===== src/rtl/fifo_seq_ctrl.sv =====
// fifo_seq_ctrl: control sequencer for the partial-sum FIFO in the conv/maxpool datapath.
//
// The sequence is one fill pass, num_pass-1 read-modify-write accumulation passes and one
// drain pass. Read-data valid strobes (acc_vld, out_vld) lag rd_en by one cycle to match
// the FIFO's 1-cycle read latency. All outputs are registered.
//
// Ports:
//   clk, rst_n        clock (rising edge), asynchronous active-low reset
//   start             begin a sequence; only accepted in IDLE with a legal row_len
//   row_len           entries per pass (1..FIFO_SIZE), latched at start
//   num_pass          accumulation passes (0 behaves as 1), latched at start
//   stall             holds the sequencer at a pass boundary (GAP)
//   rd_clr, wr_clr    FIFO pointer clears
//   rd_en, rd_inc     FIFO read enable / read-pointer increment
//   wr_en, wr_inc     FIFO write enable / write-pointer increment
//   acc_vld           FIFO read data valid during accumulation
//   out_vld           FIFO read data valid during drain (final result)
//   first_pass        adder selects 0 instead of FIFO data (fill pass)
//   pass_idx          current pass number, 0-based, saturating
//   busy, done        sequence in progress / one-cycle completion pulse
//   err               (only with FIFO_SEQ_CTRL_ERR_EN) sticky flag for illegal or
//                     overlapping starts, cleared by reset or an accepted start
//
// Optional feature macro: FIFO_SEQ_CTRL_ERR_EN.

module fifo_seq_ctrl #(
  parameter int unsigned FIFO_SIZE  = 16,
  parameter int unsigned ADDR_WIDTH = 5,
  parameter int unsigned PASS_WIDTH = 8
) (
  input  logic                  clk,
  input  logic                  rst_n,
  input  logic                  start,
  input  logic [ADDR_WIDTH-1:0] row_len,
  input  logic [PASS_WIDTH-1:0] num_pass,
  input  logic                  stall,
  output logic                  rd_clr,
  output logic                  wr_clr,
  output logic                  rd_en,
  output logic                  rd_inc,
  output logic                  wr_en,
  output logic                  wr_inc,
  output logic                  acc_vld,
  output logic                  out_vld,
  output logic                  first_pass,
  output logic [PASS_WIDTH-1:0] pass_idx,
  output logic                  busy,
`ifdef FIFO_SEQ_CTRL_ERR_EN
  output logic                  err,
`endif
  output logic                  done
);

  typedef enum logic [2:0] {
    StIdle, StClr, StFill, StGap, StAcc, StDrain, StDone
  } state_e;

  localparam logic [ADDR_WIDTH:0]   MaxLen  = (ADDR_WIDTH + 1)'(FIFO_SIZE);
  localparam logic [PASS_WIDTH-1:0] PassMax = '1;

  state_e                state;
  logic [ADDR_WIDTH-1:0] cnt;
  logic [ADDR_WIDTH-1:0] len;
  logic [PASS_WIDTH-1:0] npass;

  logic                  row_ok;
  logic [ADDR_WIDTH-1:0] cnt_nxt;
  logic [ADDR_WIDTH-1:0] len_m1;
  logic [PASS_WIDTH-1:0] pass_nxt;

  assign row_ok   = (row_len != '0) && ({1'b0, row_len} <= MaxLen);
  assign cnt_nxt  = cnt + ADDR_WIDTH'(1);
  assign len_m1   = len - ADDR_WIDTH'(1);
  assign pass_nxt = (pass_idx == PassMax) ? pass_idx : pass_idx + PASS_WIDTH'(1);

  // Outputs are assigned for the state being entered, so they are valid in the same
  // cycle the state register shows that state. Pulse strobes default low every cycle.
  always_ff @(posedge clk or negedge rst_n) begin
    if (!rst_n) begin
      state      <= StIdle;
      cnt        <= '0;
      len        <= '0;
      npass      <= '0;
      rd_clr     <= 1'b0;
      wr_clr     <= 1'b0;
      rd_en      <= 1'b0;
      rd_inc     <= 1'b0;
      wr_en      <= 1'b0;
      wr_inc     <= 1'b0;
      acc_vld    <= 1'b0;
      out_vld    <= 1'b0;
      first_pass <= 1'b0;
      pass_idx   <= '0;
      busy       <= 1'b0;
      done       <= 1'b0;
    end else begin
      rd_clr     <= 1'b0;
      wr_clr     <= 1'b0;
      rd_en      <= 1'b0;
      rd_inc     <= 1'b0;
      wr_en      <= 1'b0;
      wr_inc     <= 1'b0;
      acc_vld    <= 1'b0;
      out_vld    <= 1'b0;
      first_pass <= 1'b0;
      done       <= 1'b0;

      case (state)
        StIdle: begin
          if (start && row_ok) begin
            len      <= row_len;
            npass    <= (num_pass == '0) ? PASS_WIDTH'(1) : num_pass;
            pass_idx <= '0;
            rd_clr   <= 1'b1;
            wr_clr   <= 1'b1;
            busy     <= 1'b1;
            state    <= StClr;
          end
        end

        StClr: begin
          cnt        <= '0;
          wr_en      <= 1'b1;
          wr_inc     <= 1'b1;
          first_pass <= 1'b1;
          state      <= StFill;
        end

        StFill: begin
          if (cnt == len_m1) begin
            rd_clr   <= 1'b1;
            wr_clr   <= 1'b1;
            pass_idx <= pass_nxt;
            state    <= StGap;
          end else begin
            cnt        <= cnt_nxt;
            wr_en      <= 1'b1;
            wr_inc     <= 1'b1;
            first_pass <= 1'b1;
          end
        end

        StGap: begin
          if (stall) begin
            rd_clr <= 1'b1;
            wr_clr <= 1'b1;
          end else begin
            // k=0 of the next pass: first read issued, nothing to write back yet.
            cnt    <= '0;
            rd_en  <= 1'b1;
            rd_inc <= 1'b1;
            state  <= (pass_idx < npass) ? StAcc : StDrain;
          end
        end

        StAcc: begin
          if (cnt == len) begin
            rd_clr   <= 1'b1;
            wr_clr   <= 1'b1;
            pass_idx <= pass_nxt;
            state    <= StGap;
          end else begin
            // Write back entry k-1 while reading entry k; indices never coincide.
            cnt     <= cnt_nxt;
            rd_en   <= (cnt_nxt != len);
            rd_inc  <= (cnt_nxt != len);
            wr_en   <= 1'b1;
            wr_inc  <= 1'b1;
            acc_vld <= 1'b1;
          end
        end

        StDrain: begin
          if (cnt == len) begin
            done  <= 1'b1;
            state <= StDone;
          end else begin
            cnt     <= cnt_nxt;
            rd_en   <= (cnt_nxt != len);
            rd_inc  <= (cnt_nxt != len);
            out_vld <= 1'b1;
          end
        end

        StDone: begin
          busy     <= 1'b0;
          pass_idx <= '0;
          state    <= StIdle;
        end

        default: state <= StIdle;
      endcase
    end
  end

`ifdef FIFO_SEQ_CTRL_ERR_EN
  always_ff @(posedge clk or negedge rst_n) begin
    if (!rst_n) begin
      err <= 1'b0;
    end else if (start) begin
      if (state != StIdle || !row_ok) begin
        err <= 1'b1;
      end else begin
        err <= 1'b0;
      end
    end
  end
`endif

endmodule


===== config.mk =====
export PLATFORM = sky130hd
export DESIGN_NAME = fifo_seq_ctrl
export DESIGN_NICKNAME = d
export VERILOG_FILES = /design/src/rtl/fifo_seq_ctrl.sv
export SDC_FILE = /design/constraint.sdc
export NUM_CORES = 1
export LEC_CHECK = 0
export ABC_CLOCK_PERIOD_IN_PS = 6030
export CAP_MARGIN = 10
export CORE_MARGIN = 8
export CORE_UTILIZATION = 57
export CTS_BUF_LIST = sky130_fd_sc_hd__clkbuf_16
export DETAILED_ROUTE_END_ITERATION = 6
export PLACE_DENSITY = 0.84
export SETUP_SLACK_MARGIN = 0.4
export SLEW_MARGIN = 20
export SYNTH_ARGS = -nofsm -noshare
export SYNTH_HDL_FRONTEND = slang
export SYNTH_SLANG_ARGS = --single-unit

===== constraint.sdc =====
create_clock -name clk -period 6.03 [get_ports clk]
set_input_delay 0.9045 -clock clk [delete_from_list [all_inputs] [get_ports clk]]
set_output_delay 0.9045 -clock clk [all_outputs]
set_load 0.01 [all_outputs]

Word level (Yosys, flattened, before mapping) --
Index checks and enable logic that the tools add are counted.
Operators by class: add/subtract/negate cells 3, order comparisons 2, eq/ne operators 17, mux-type cells 34, reduce and logical (&&, ||, !) cells 14
Operator list (number):
- $mux 8 | 5
- $pmux 8 s4 | 1
- $pmux 5 s4 | 1
- $pmux 3 s6 | 1
- $mux 3 | 5
- $mux 5 | 3
- $ne 2x2->1 const B | 7
- $mux 1 | 13
- $eq 5x5->1 | 2
- $eq 3x3->1 const B | 3
- $add 8x1->8 const B | 1
- $eq 8x8->1 const B | 1
- $logic_not 8->1 | 1
- $lt 8x8->1 | 1
- $reduce_and 4->1 | 2
- $reduce_bool 4->1 | 2
- $eq 3x2->1 const B | 2
- $pmux 1 s2 | 3
- $add 5x1->5 const B | 1
- $le 5x5->1 const B | 1
- $ne 5x5->1 | 1
- $reduce_and 5->1 | 1
- $reduce_bool 5->1 | 1
- $sub 5x1->5 const B | 1
- 8 further kinds | 10
Storage, ports and cells: register bits 37, input bits 17, output and inout port bits 19, word-level logic and storage cells 83

Longest topological paths before layout --
Gate-level depths: netlist of run 1.
depth in word-level cells 5, mapped depth 9, depth with buffers taken out 8

Worst setup path before layout of run 1 --
Ideal clock, no wire load.
path kind input port to flip-flop, start point input port row_len[1], end point register npass[0], library setup time 0.077 ns, data arrival time 2.353 ns, required time 5.953 ns, slack 3.600 ns, stages on the path 6, path buffers 1, path through nor4_1 -> mux2_2 -> nor4_2 -> clkbuf_1 -> nor2_1 -> a21oi_1
Between the ends: word-level cells in the longest chain between the ends 4, elaborated cells between the ends (all ways) 5, classes of those cells order compare: 1; reduce/logical: 4
Ends and longest elaborated chain:
- start, declared | line 34 | input logic [ADDR_WIDTH-1:0] row_len,
- $le 5x5->1 or $reduce_bool 5->1 (tied branches) | line 71 | assign row_ok = (row_len != '0) && ({1'b0, row_len} <= MaxLen);
- $logic_and 1x1->1 * | line 71
- $logic_and 1x1->1 * | line 110 | if (start && row_ok) begin
- $reduce_and 2->1 (no source line) *
- end signal, assigned | line 112 | npass <= (num_pass == '0) ? PASS_WIDTH'(1) : num_pass;
- end, declared | line 64 | logic [PASS_WIDTH-1:0] npass;
Every way passes the cells marked *; elsewhere a longest branch is shown, timed or not. A chain may end at the register's enable or synchronous reset.

Final worst setup path of run 1 --
start point input port row_len[1], end point register pass_idx[1]
Between the ends: word-level cells in the longest chain between the ends 5, elaborated cells between the ends (all ways) 6, classes of those cells order compare: 1; eq/ne: 1; reduce/logical: 4
Ends and longest elaborated chain:
- $le 5x5->1 or $reduce_bool 5->1 (tied branches) | line 71
- $logic_and 1x1->1 * | line 71
- $logic_and 1x1->1 * | line 110
- $ne 2x2->1 (no source line) *
- $reduce_and 4->1 (no source line) *
- end signal, assigned | line 133 | pass_idx <= pass_nxt;
- end signal, assigned | line 160 | pass_idx <= pass_nxt;
- end, declared | line 46 | output logic [PASS_WIDTH-1:0] pass_idx,
Marked as above.

==> metrics.md, run 1 <==
| Metric | Value |
|---|---|
| Outcome | completed |
| Post-layout power | approximately 1.3 mW |
| Crit path depth | 7 |
| Part of the power in registers | 0.332 |
| Mean post-synth cell area | approximately 9.3 um^2 |
| Skew final | a little over 0.004 ns |
| Cells after Synth | between 200 and 250 |
| Top cell type by total area after synthesis | dfrtp_1 |
| Post-CTS setup buffer count | 0 |
| Sum of negative setup slack | 0 ns |
| Seq/Total Area, Yosys | 0.420 |
| M3 GR Usage | 0.0558 |
| CP arrival | around 3.2 ns |
| Period utilisation layout | 0.494 |
| Wire per inst | ~16 um |
| Nets | 297 |
| Cell count after placement | about 310 |
| Vias in the first global route | about 1,800 |
| Comb power frac | 0.480 |
| Clock transition at path regs | roughly 0.05 ns |
| Synth top area share | 0.420 |
| GR peak layer | met2 |
| Final hold viol count | 0 |
| Clock Sinks | 37 |
| CP required | between 6 and 7 ns |
| Number of buffers added on ports | 35 |
| Die Span Y | 78.2 um |
| Placement Setup Slack | about 2.7 ns |
| Critical path class | in2reg |
| Syn Nets | 264 |
| WHS Path Cells | 2 |
| Synthesized area | 2200 um^2 |
| Startpoint Class | input port |
| Clock buffer depth | 2 |
| Iter 0 DRT Violations | ~130 |
| Int Pwr | between 0.7 and 0.8 mW |
| CP top delay family | simple AND/OR/NAND/NOR gates |
| Final non-filler cell total | between 300 and 400 |
| Cells on worst reg2reg path | 8 |
| Final setup violation count | 0 |
| First-pass GRT wire length | 8500 um |
| Area grow syn2layout | 22.6% |
| GPL Wtd Cong | 0.864 |
| VDD IR-drop max | 0.193 mV |
| Slew headroom | 0.693 |
| Sw frac | 0.420 |
| Post-CTS sizing | 0 |
| Dpl hpwl | roughly 3700 um |
| Hold-fix buffers, CTS | 0 |
| DRT antenna net count | 0 |
| Ratio of cells with drive above 1 in the final layout | 0.0812 |
| H-Tree Level Count | 2 |
| Initial antenna violation count | 0 |
| Max cap viols | 0 |
| Net Switching | ~0.55 mW |
| Largest net degree at the start of global routing | 38 |
| Routed wire length | roughly 5000 um |
| Core area | between 3000 and 4000 um^2 |
| Cells along the critical path | clkdlybuf4s50_1, nor4_1, mux2_2, a32oi_1, and4_1, nand3_1, o21ai_0 |
| Yosys warns | 0 |
| Worst path max stage delay | 0.50 ns |
| Slew Limit Fails | 0 |
| GRT overflow | 0 |
| Flops & latches, synth | 37 |
| Met1 Use GR | 0.205 |
| Synth area leaders | dfrtp_1 42%, o21ai_0 6.4%, ha_1 5.7%, nand2_1 4.8%, a21oi_1 3.2% |
| Min Hold Slack | 0.543 ns |
| Highest clock rate | 336 MHz |
| Worst min path class | reg2reg |
| CTS tree | built |
| CP max stage cell | and4_1 |
| Inserted Clock Buffers | 5 |
| Area occupied by multi-input gates | about 1200 um^2 |
| Ys flop type | dfrtp_1 |
| LEAKAGE | around 1.2 nW |
| Diode count | 0 |
| Worst slew pin tran | around 0.46 ns |
| CP Capture Type | register |
| Setup ws final | 3.05 ns |
| Row count | 22 |
| FF+latch area | 926 um^2 |
| Power Dens Cells | approximately 480 nW/um^2 |
| Post-DR vias/cell | around 5.9 |
| CP bufs+invs | 1 |
| Fin crit period | a little under 3 ns |
| Initial core utilization | 0.598 |
| Die X | 78.2 um |
| Vias after detailed routing | about 1,900 |
| Clock share of power | 0.187 |
| Post-route DRC | 0 |
| Root Driver | clkbuf_16 |
| Ports | 36 |
| Critical path peak fanout | 10 |
| RSZ-0062 raised after global routing | false |
| GRT met2 Usage | 0.276 |
| Final-layout fill cell count | slightly above 300 |
| Async S/R FF share, synth | 1.00 |
| Clk Latency, worst-skew pair | between 0.2 and 0.3 ns |
| Post-synth EDFFs | 0 |
| Die area | ~6100 um^2 |
| DR pass1 iterations | 4 |
| Gr usage total | 0.170 |
| Synth cell types | just over 50 |
[worst register-to-register path, delay by kind of cell, from the launching register on]
kind	cells	cell delay (ns)
muxes	1	0.16
and+or+nand+nor	3	0.92
adders and majority gates	1	0.18
DFF	1	0.43
buffers and inverters	1	0.10
AOI/OAI and AO/OA	2	0.45
[sequential cells by signal, summed over array words and instances, names as in the netlist]
name	count
pass_idx	8
done	1
rd_inc	1
npass	8
state	3
cnt	5
wr_clr	1
wr_inc	1
acc_vld	1
busy	1
first_pass	1
len	5
out_vld	1
[power by group through the flow]
stage / clock network (mW) / registers (mW) / logic [mW]
2_1_floorplan: 0 / 0.399 / 0.486
4_1_cts: 0.252 / 0.433 / 0.628
3_3_place_gp: 0 / 0.431 / 0.598
3_5_place_dp: 0 / 0.436 / 0.621
6_report: 0.245 / 0.434 / 0.628
5_1_grt: 0.262 / 0.445 / 0.696
[through the flow]
| stage | instance area, um^2 | utilization |
|---|---|---|
| 2_1_floorplan | 2200 | - |
| 3_3_place_gp | 2560 | 0.695 |
| 3_5_place_dp | 2560 | 0.695 |
| 4_1_cts | 2700 | 0.733 |
| 5_1_grt | 2700 | 0.733 |
| 6_report | 2700 | 0.733 |
[layout make-up]
| type | instances | area share |
|---|---|---|
| Tap cell | 48 | 0.0222 |
| Inverter | 13 | 0.0181 |
| Timing Repair Buffer | 37 | 0.135 |
| Multi-Input combinational cell | 176 | 0.431 |
| Clock buffer | 5 | 0.0463 |
| Sequential cell | 37 | 0.343 |
| Clock inverter | 3 | 0.00509 |
[final timing paths]
path / start / endpoint / slack, ns
max: row_len[1] / pass_idx[1]$_DFFE_PN0P_ / 3.05
min: npass[1]$_DFFE_PN0P_ / npass[1]$_DFFE_PN0P_ / 0.54
max reg2reg: len[0]$_DFFE_PN0P_ / pass_idx[1]$_DFFE_PN0P_ / 3.69
min reg2reg: npass[1]$_DFFE_PN0P_ / npass[1]$_DFFE_PN0P_ / 0.54
max in group asynchronous: rst_n / len[1]$_DFFE_PN0P_ / 4.66
min in group asynchronous: rst_n / out_vld$_DFF_PN0_ / 1.05
[kinds of logic (layout without fill, tap and decap cells)]
kind of cell    after synthesis  in the layout  share of synthesized area
compound gates               66             66                      0.199
xor+xnor                     12             12                     0.0477
fa+ha+maj                    10             10                     0.0568
buf+inv                      24             58                     0.0522
flops                        37             37                      0.420
mux                           7              7                     0.0341
simple gates                 81             81                      0.190
[layer usage]
metal | part of all wire | vias to the layer above | wire length [um]
met5 | 0 | - | 0
met4 | 0.019 | 0 | 97
met3 | 0.065 | 11 | 323
met2 | 0.49 | 64 | 2440
met1 | 0.43 | 897 | 2120
li1 | - | 915 | -
[layout by cell type, fill, tap and decap left out, drive strengths merged, types with 2 or more instances in the layout]
master,count
inv,13
clkbuf,5
xnor2,5
o21ai,29
clkinv,3
nand4,2
a31oi,2
dfrtp,37
o22ai,3
nand3,9
nor2b,2
clkdlybuf4s50,35
buf,2
mux2i,3
nor2,11
nor4,5
ha,10
a21oi,14
a21o,3
nand2,29
mux2,4
a211oi,2
nand2b,7
a22o,2
nor3,6
and3,2
xor2,7
a41oi,2
[cells in the mapped netlist (2+ instances only)]
cell type  number
ha_1           10
o22ai_1         3
a41oi_1         2
xnor2_1         5
nor3_1          6
and3_1          2
a31oi_1         2
buf_2           2
mux2i_1         3
nor2b_1         2
nand2_1        28
nor2_1         11
o21ai_0        28
inv_1          12
xor2_1          7
a21o_1          3
dfrtp_1        37
nand3_1         9
buf_4           4
mux2_2          4
a21oi_1        14
clkbuf_1        4
nand4_1         2
nor4_1          4
nand2b_1        7
(Power assumes the default switching activity.)
==> run 2, diff against run 1 <==
ABC_CLOCK_PERIOD_IN_PS = 2700   (was 6030)
CORE_UTILIZATION = 48   (was 57)
PLACE_DENSITY = 0.76   (was 0.84)
clock period = 2.7 ns   (was 6.03 ns; I/O delays follow)
==> run 2 against run 1 <==
  * Via count up 1.4%
  * Core utilization decreased by 9.0 points
  * First-iteration DRC count is 11% higher
  * Worst hold slack got worse by 0.0020 ns
  * Die area is 15% higher
  * Clock skew barely moved
  * Sequential power is 120% higher
  * Cell count increased by 3.4%
  * Global-route usage down 2.5 points
  * Design area increased by 4.2%
  * Highest routed layer unchanged
  * Register-to-register slack lost 3.2 ns
  * Critical path depth increased by 1
==> metrics.md, run 2 (same netlist as run 1, synthesis figures left out) <==
| Metric | Value |
|---|---|
| Initial core utilization | 0.503 (-0.0948) |
| Clock Sinks | 37 (unchanged) |
| Worst min path class | reg2reg |
| Setup ws final | 0.480 ns (-2.57 ns) |
| Slew headroom | 0.638 (-0.0552) |
| RSZ-0062 raised after global routing | false |
| Cells on worst reg2reg path | 9 (+1) |
| Max cap viols | 0 (unchanged) |
| Cells along the critical path | clkdlybuf4s50_1, nor4_2, mux2_4, a32oi_1, and4_1, buf_6, nand2_4, o41ai_2 |
| WHS Path Cells | 2 (unchanged) |
| Gr usage total | 0.145 (-0.0248) |
| CTS tree | built |
| CP max stage cell | clkdlybuf4s50_1 |
| Slew Limit Fails | 0 (unchanged) |
| VDD IR-drop max | 0.368 mV (+91%) |
| Final setup violation count | 0 (unchanged) |
| DR pass1 iterations | 4 (unchanged) |
| Period utilisation layout | 0.822 |
| Highest clock rate | between 400 and 500 MHz |
| Post-DR vias/cell | 5.80 (-2.0%) |
| Placement Setup Slack | 0.138 ns (-2.61 ns) |
| Routed wire length | 5200 um (+4.3%) |
| Initial antenna violation count | 0 (unchanged) |
| Vias in the first global route | 1,819 (-0.60%) |
| DRT antenna net count | 0 (unchanged) |
| Die X | 83.8 um (+7.1%) |
| Worst slew pin tran | 0.543 ns (+0.0828 ns) |
| Skew final | 0.00452 ns (+0.000465 ns) |
| Worst path max stage delay | 0.43 ns (-0.07 ns) |
| Clk Latency, worst-skew pair | 0.28 ns (about the same) |
| CP Capture Type | register |
| Inserted Clock Buffers | 5 (unchanged) |
| Final-layout fill cell count | 371 (+23%) |
| CP arrival | 2.39 ns (-0.78 ns) |
| Ports | 36 (unchanged) |
| Commonest non-fill, non-tap cell in the layout | dfrtp_1 |
| Diode count | 0 (unchanged) |
| Core area | 4380 um^2 (+19%) |
| Die Span Y | 83.8 um (+7.1%) |
| Largest net degree at the start of global routing | 38 (unchanged) |
| R2r setup slk | 0.51 ns (-3.18 ns) |
| GPL Wtd Cong | 0.854 (-1.1%) |
| Fin crit period | roughly 2.2 ns |
| Largest registers | npass (8), pass_idx (8) |
| H-Tree Level Count | 2 (unchanged) |
| Startpoint Class | input port |
| Outcome | completed |
| CP required | 2.87 ns (-3.35 ns) |
| Die area | 7020 um^2 (+15%) |
| GRT overflow | 0 (unchanged) |
| Nets | 305 (+2.7%) |
| Post-DP Area | 2580 um^2 (+0.49%) |
| Ratio of cells with drive above 1 in the final layout | 0.119 (+0.0375) |
| Critical path peak fanout | 10 (unchanged) |
| First-pass GRT wire length | 8600 um (+1.1%) |
| Sum of negative setup slack | 0 ns (unchanged) |
| LEAKAGE | 1.23 nW (+2.7%) |
| Commonest cells after routing, fill and taps aside | 37 x dfrtp_1, 35 x clkdlybuf4s50_1, 28 x nand2_1, 28 x o21ai_0, 14 x a21oi_1 |
| Post-route cell area | 2820 um^2 (+4.2%) |
| Critical path class | in2reg |
| Clock buffer depth | 2 (unchanged) |
| Vias after detailed routing | 1,914 (+1.4%) |
| Number of buffers added on ports | 35 (unchanged) |
| Post-route DRC | 0 (unchanged) |
| Iter 0 DRT Violations | 141 (+11%) |
| Area grow syn2layout | 27.8% |
| Dpl hpwl | 3710 um (+0.85%) |
| Hold-fix buffers, CTS | 0 (unchanged) |
| Row count | 24 (+9.1%) |
| Power Dens Cells | 1090 nW/um^2 (+120%) |
| Clock transition at path regs | 0.05 ns (about the same) |
| Final hold viol count | 0 (unchanged) |
| Wire per inst | 15.8 um (+0.86%) |
| Root Driver | clkbuf_16 |
[run 2: changes by cell type in the layout (fill, tap and decap cells not counted), sizes merged]
cell | before | now
buf | 2 | 9
clkinv | 3 | 2
clkinvlp | 0 | 1
inv | 13 | 12
o311ai | 1 | 2
[run 2: timing repair]
action	4_1_cts	5_1_grt
buffers inserted	0	6
gates resized for setup	0	8
setup endpoints to repair	0	14
[run 2: through the flow]
step	instances	hold slack [ns]	total power [mW]	utilization
5_1_grt	330	0.580	3.31	0.642
4_1_cts	323	0.541	2.93	0.619
3_3_place_gp	316	0.516	2.32	0.588
6_report	330	0.541	3.06	0.642
3_5_place_dp	316	0.529	2.37	0.588
2_1_floorplan	237	0.109	1.98	-
[run 2: power breakdown]
group          internal, mW  switching, mW  leakage, nW
logic                 0.708          0.845        0.693
clock network         0.333          0.208       0.0633
registers             0.743          0.223        0.475
total                  1.78           1.28         1.23
[run 2: per-layer routing]
layer  vias to the layer above  part of all wire  global-route usage
met2                        68              0.48               0.225
met5                         -                 0                   0
li1                        942                 -                   -
met3                         5             0.063              0.0498
met1                       899              0.45               0.186
met4                         0             0.010              0.0424
[run 2: layout make-up]
type / count / area [um^2] / area share
Inverter: 13 / 48.8 / 0.0173
Clock buffer: 5 / 125 / 0.0444
Timing Repair Buffer: 44 / 422 / 0.150
Clock inverter: 2 / 11.3 / 0.00400
Multi-Input combinational cell: 177 / 1220 / 0.433
Sequential cell: 37 / 926 / 0.329
Tap cell: 52 / 65.1 / 0.0231
[run 2: final timing paths]
path | to | start
max in group asynchronous | cnt[4]$_DFFE_PN0P_ | rst_n
worst max-delay path | pass_idx[7]$_DFFE_PN0P_ | row_len[1]
worst min-delay path | busy$_DFFE_PN0P_ | busy$_DFFE_PN0P_
worst min register to register | busy$_DFFE_PN0P_ | busy$_DFFE_PN0P_
min in group asynchronous | busy$_DFFE_PN0P_ | rst_n
worst max register to register | pass_idx[7]$_DFFE_PN0P_ | len[1]$_DFFE_PN0P_
[run 2: worst max-delay path, delay by kind of cell]
family | cells | cell delay, ns
buffers and inverters | 2 | 0.58
multiplexers | 1 | 0.36
AO/OA/AOI/OAI | 2 | 0.41
AND/OR/NAND/NOR | 3 | 0.62
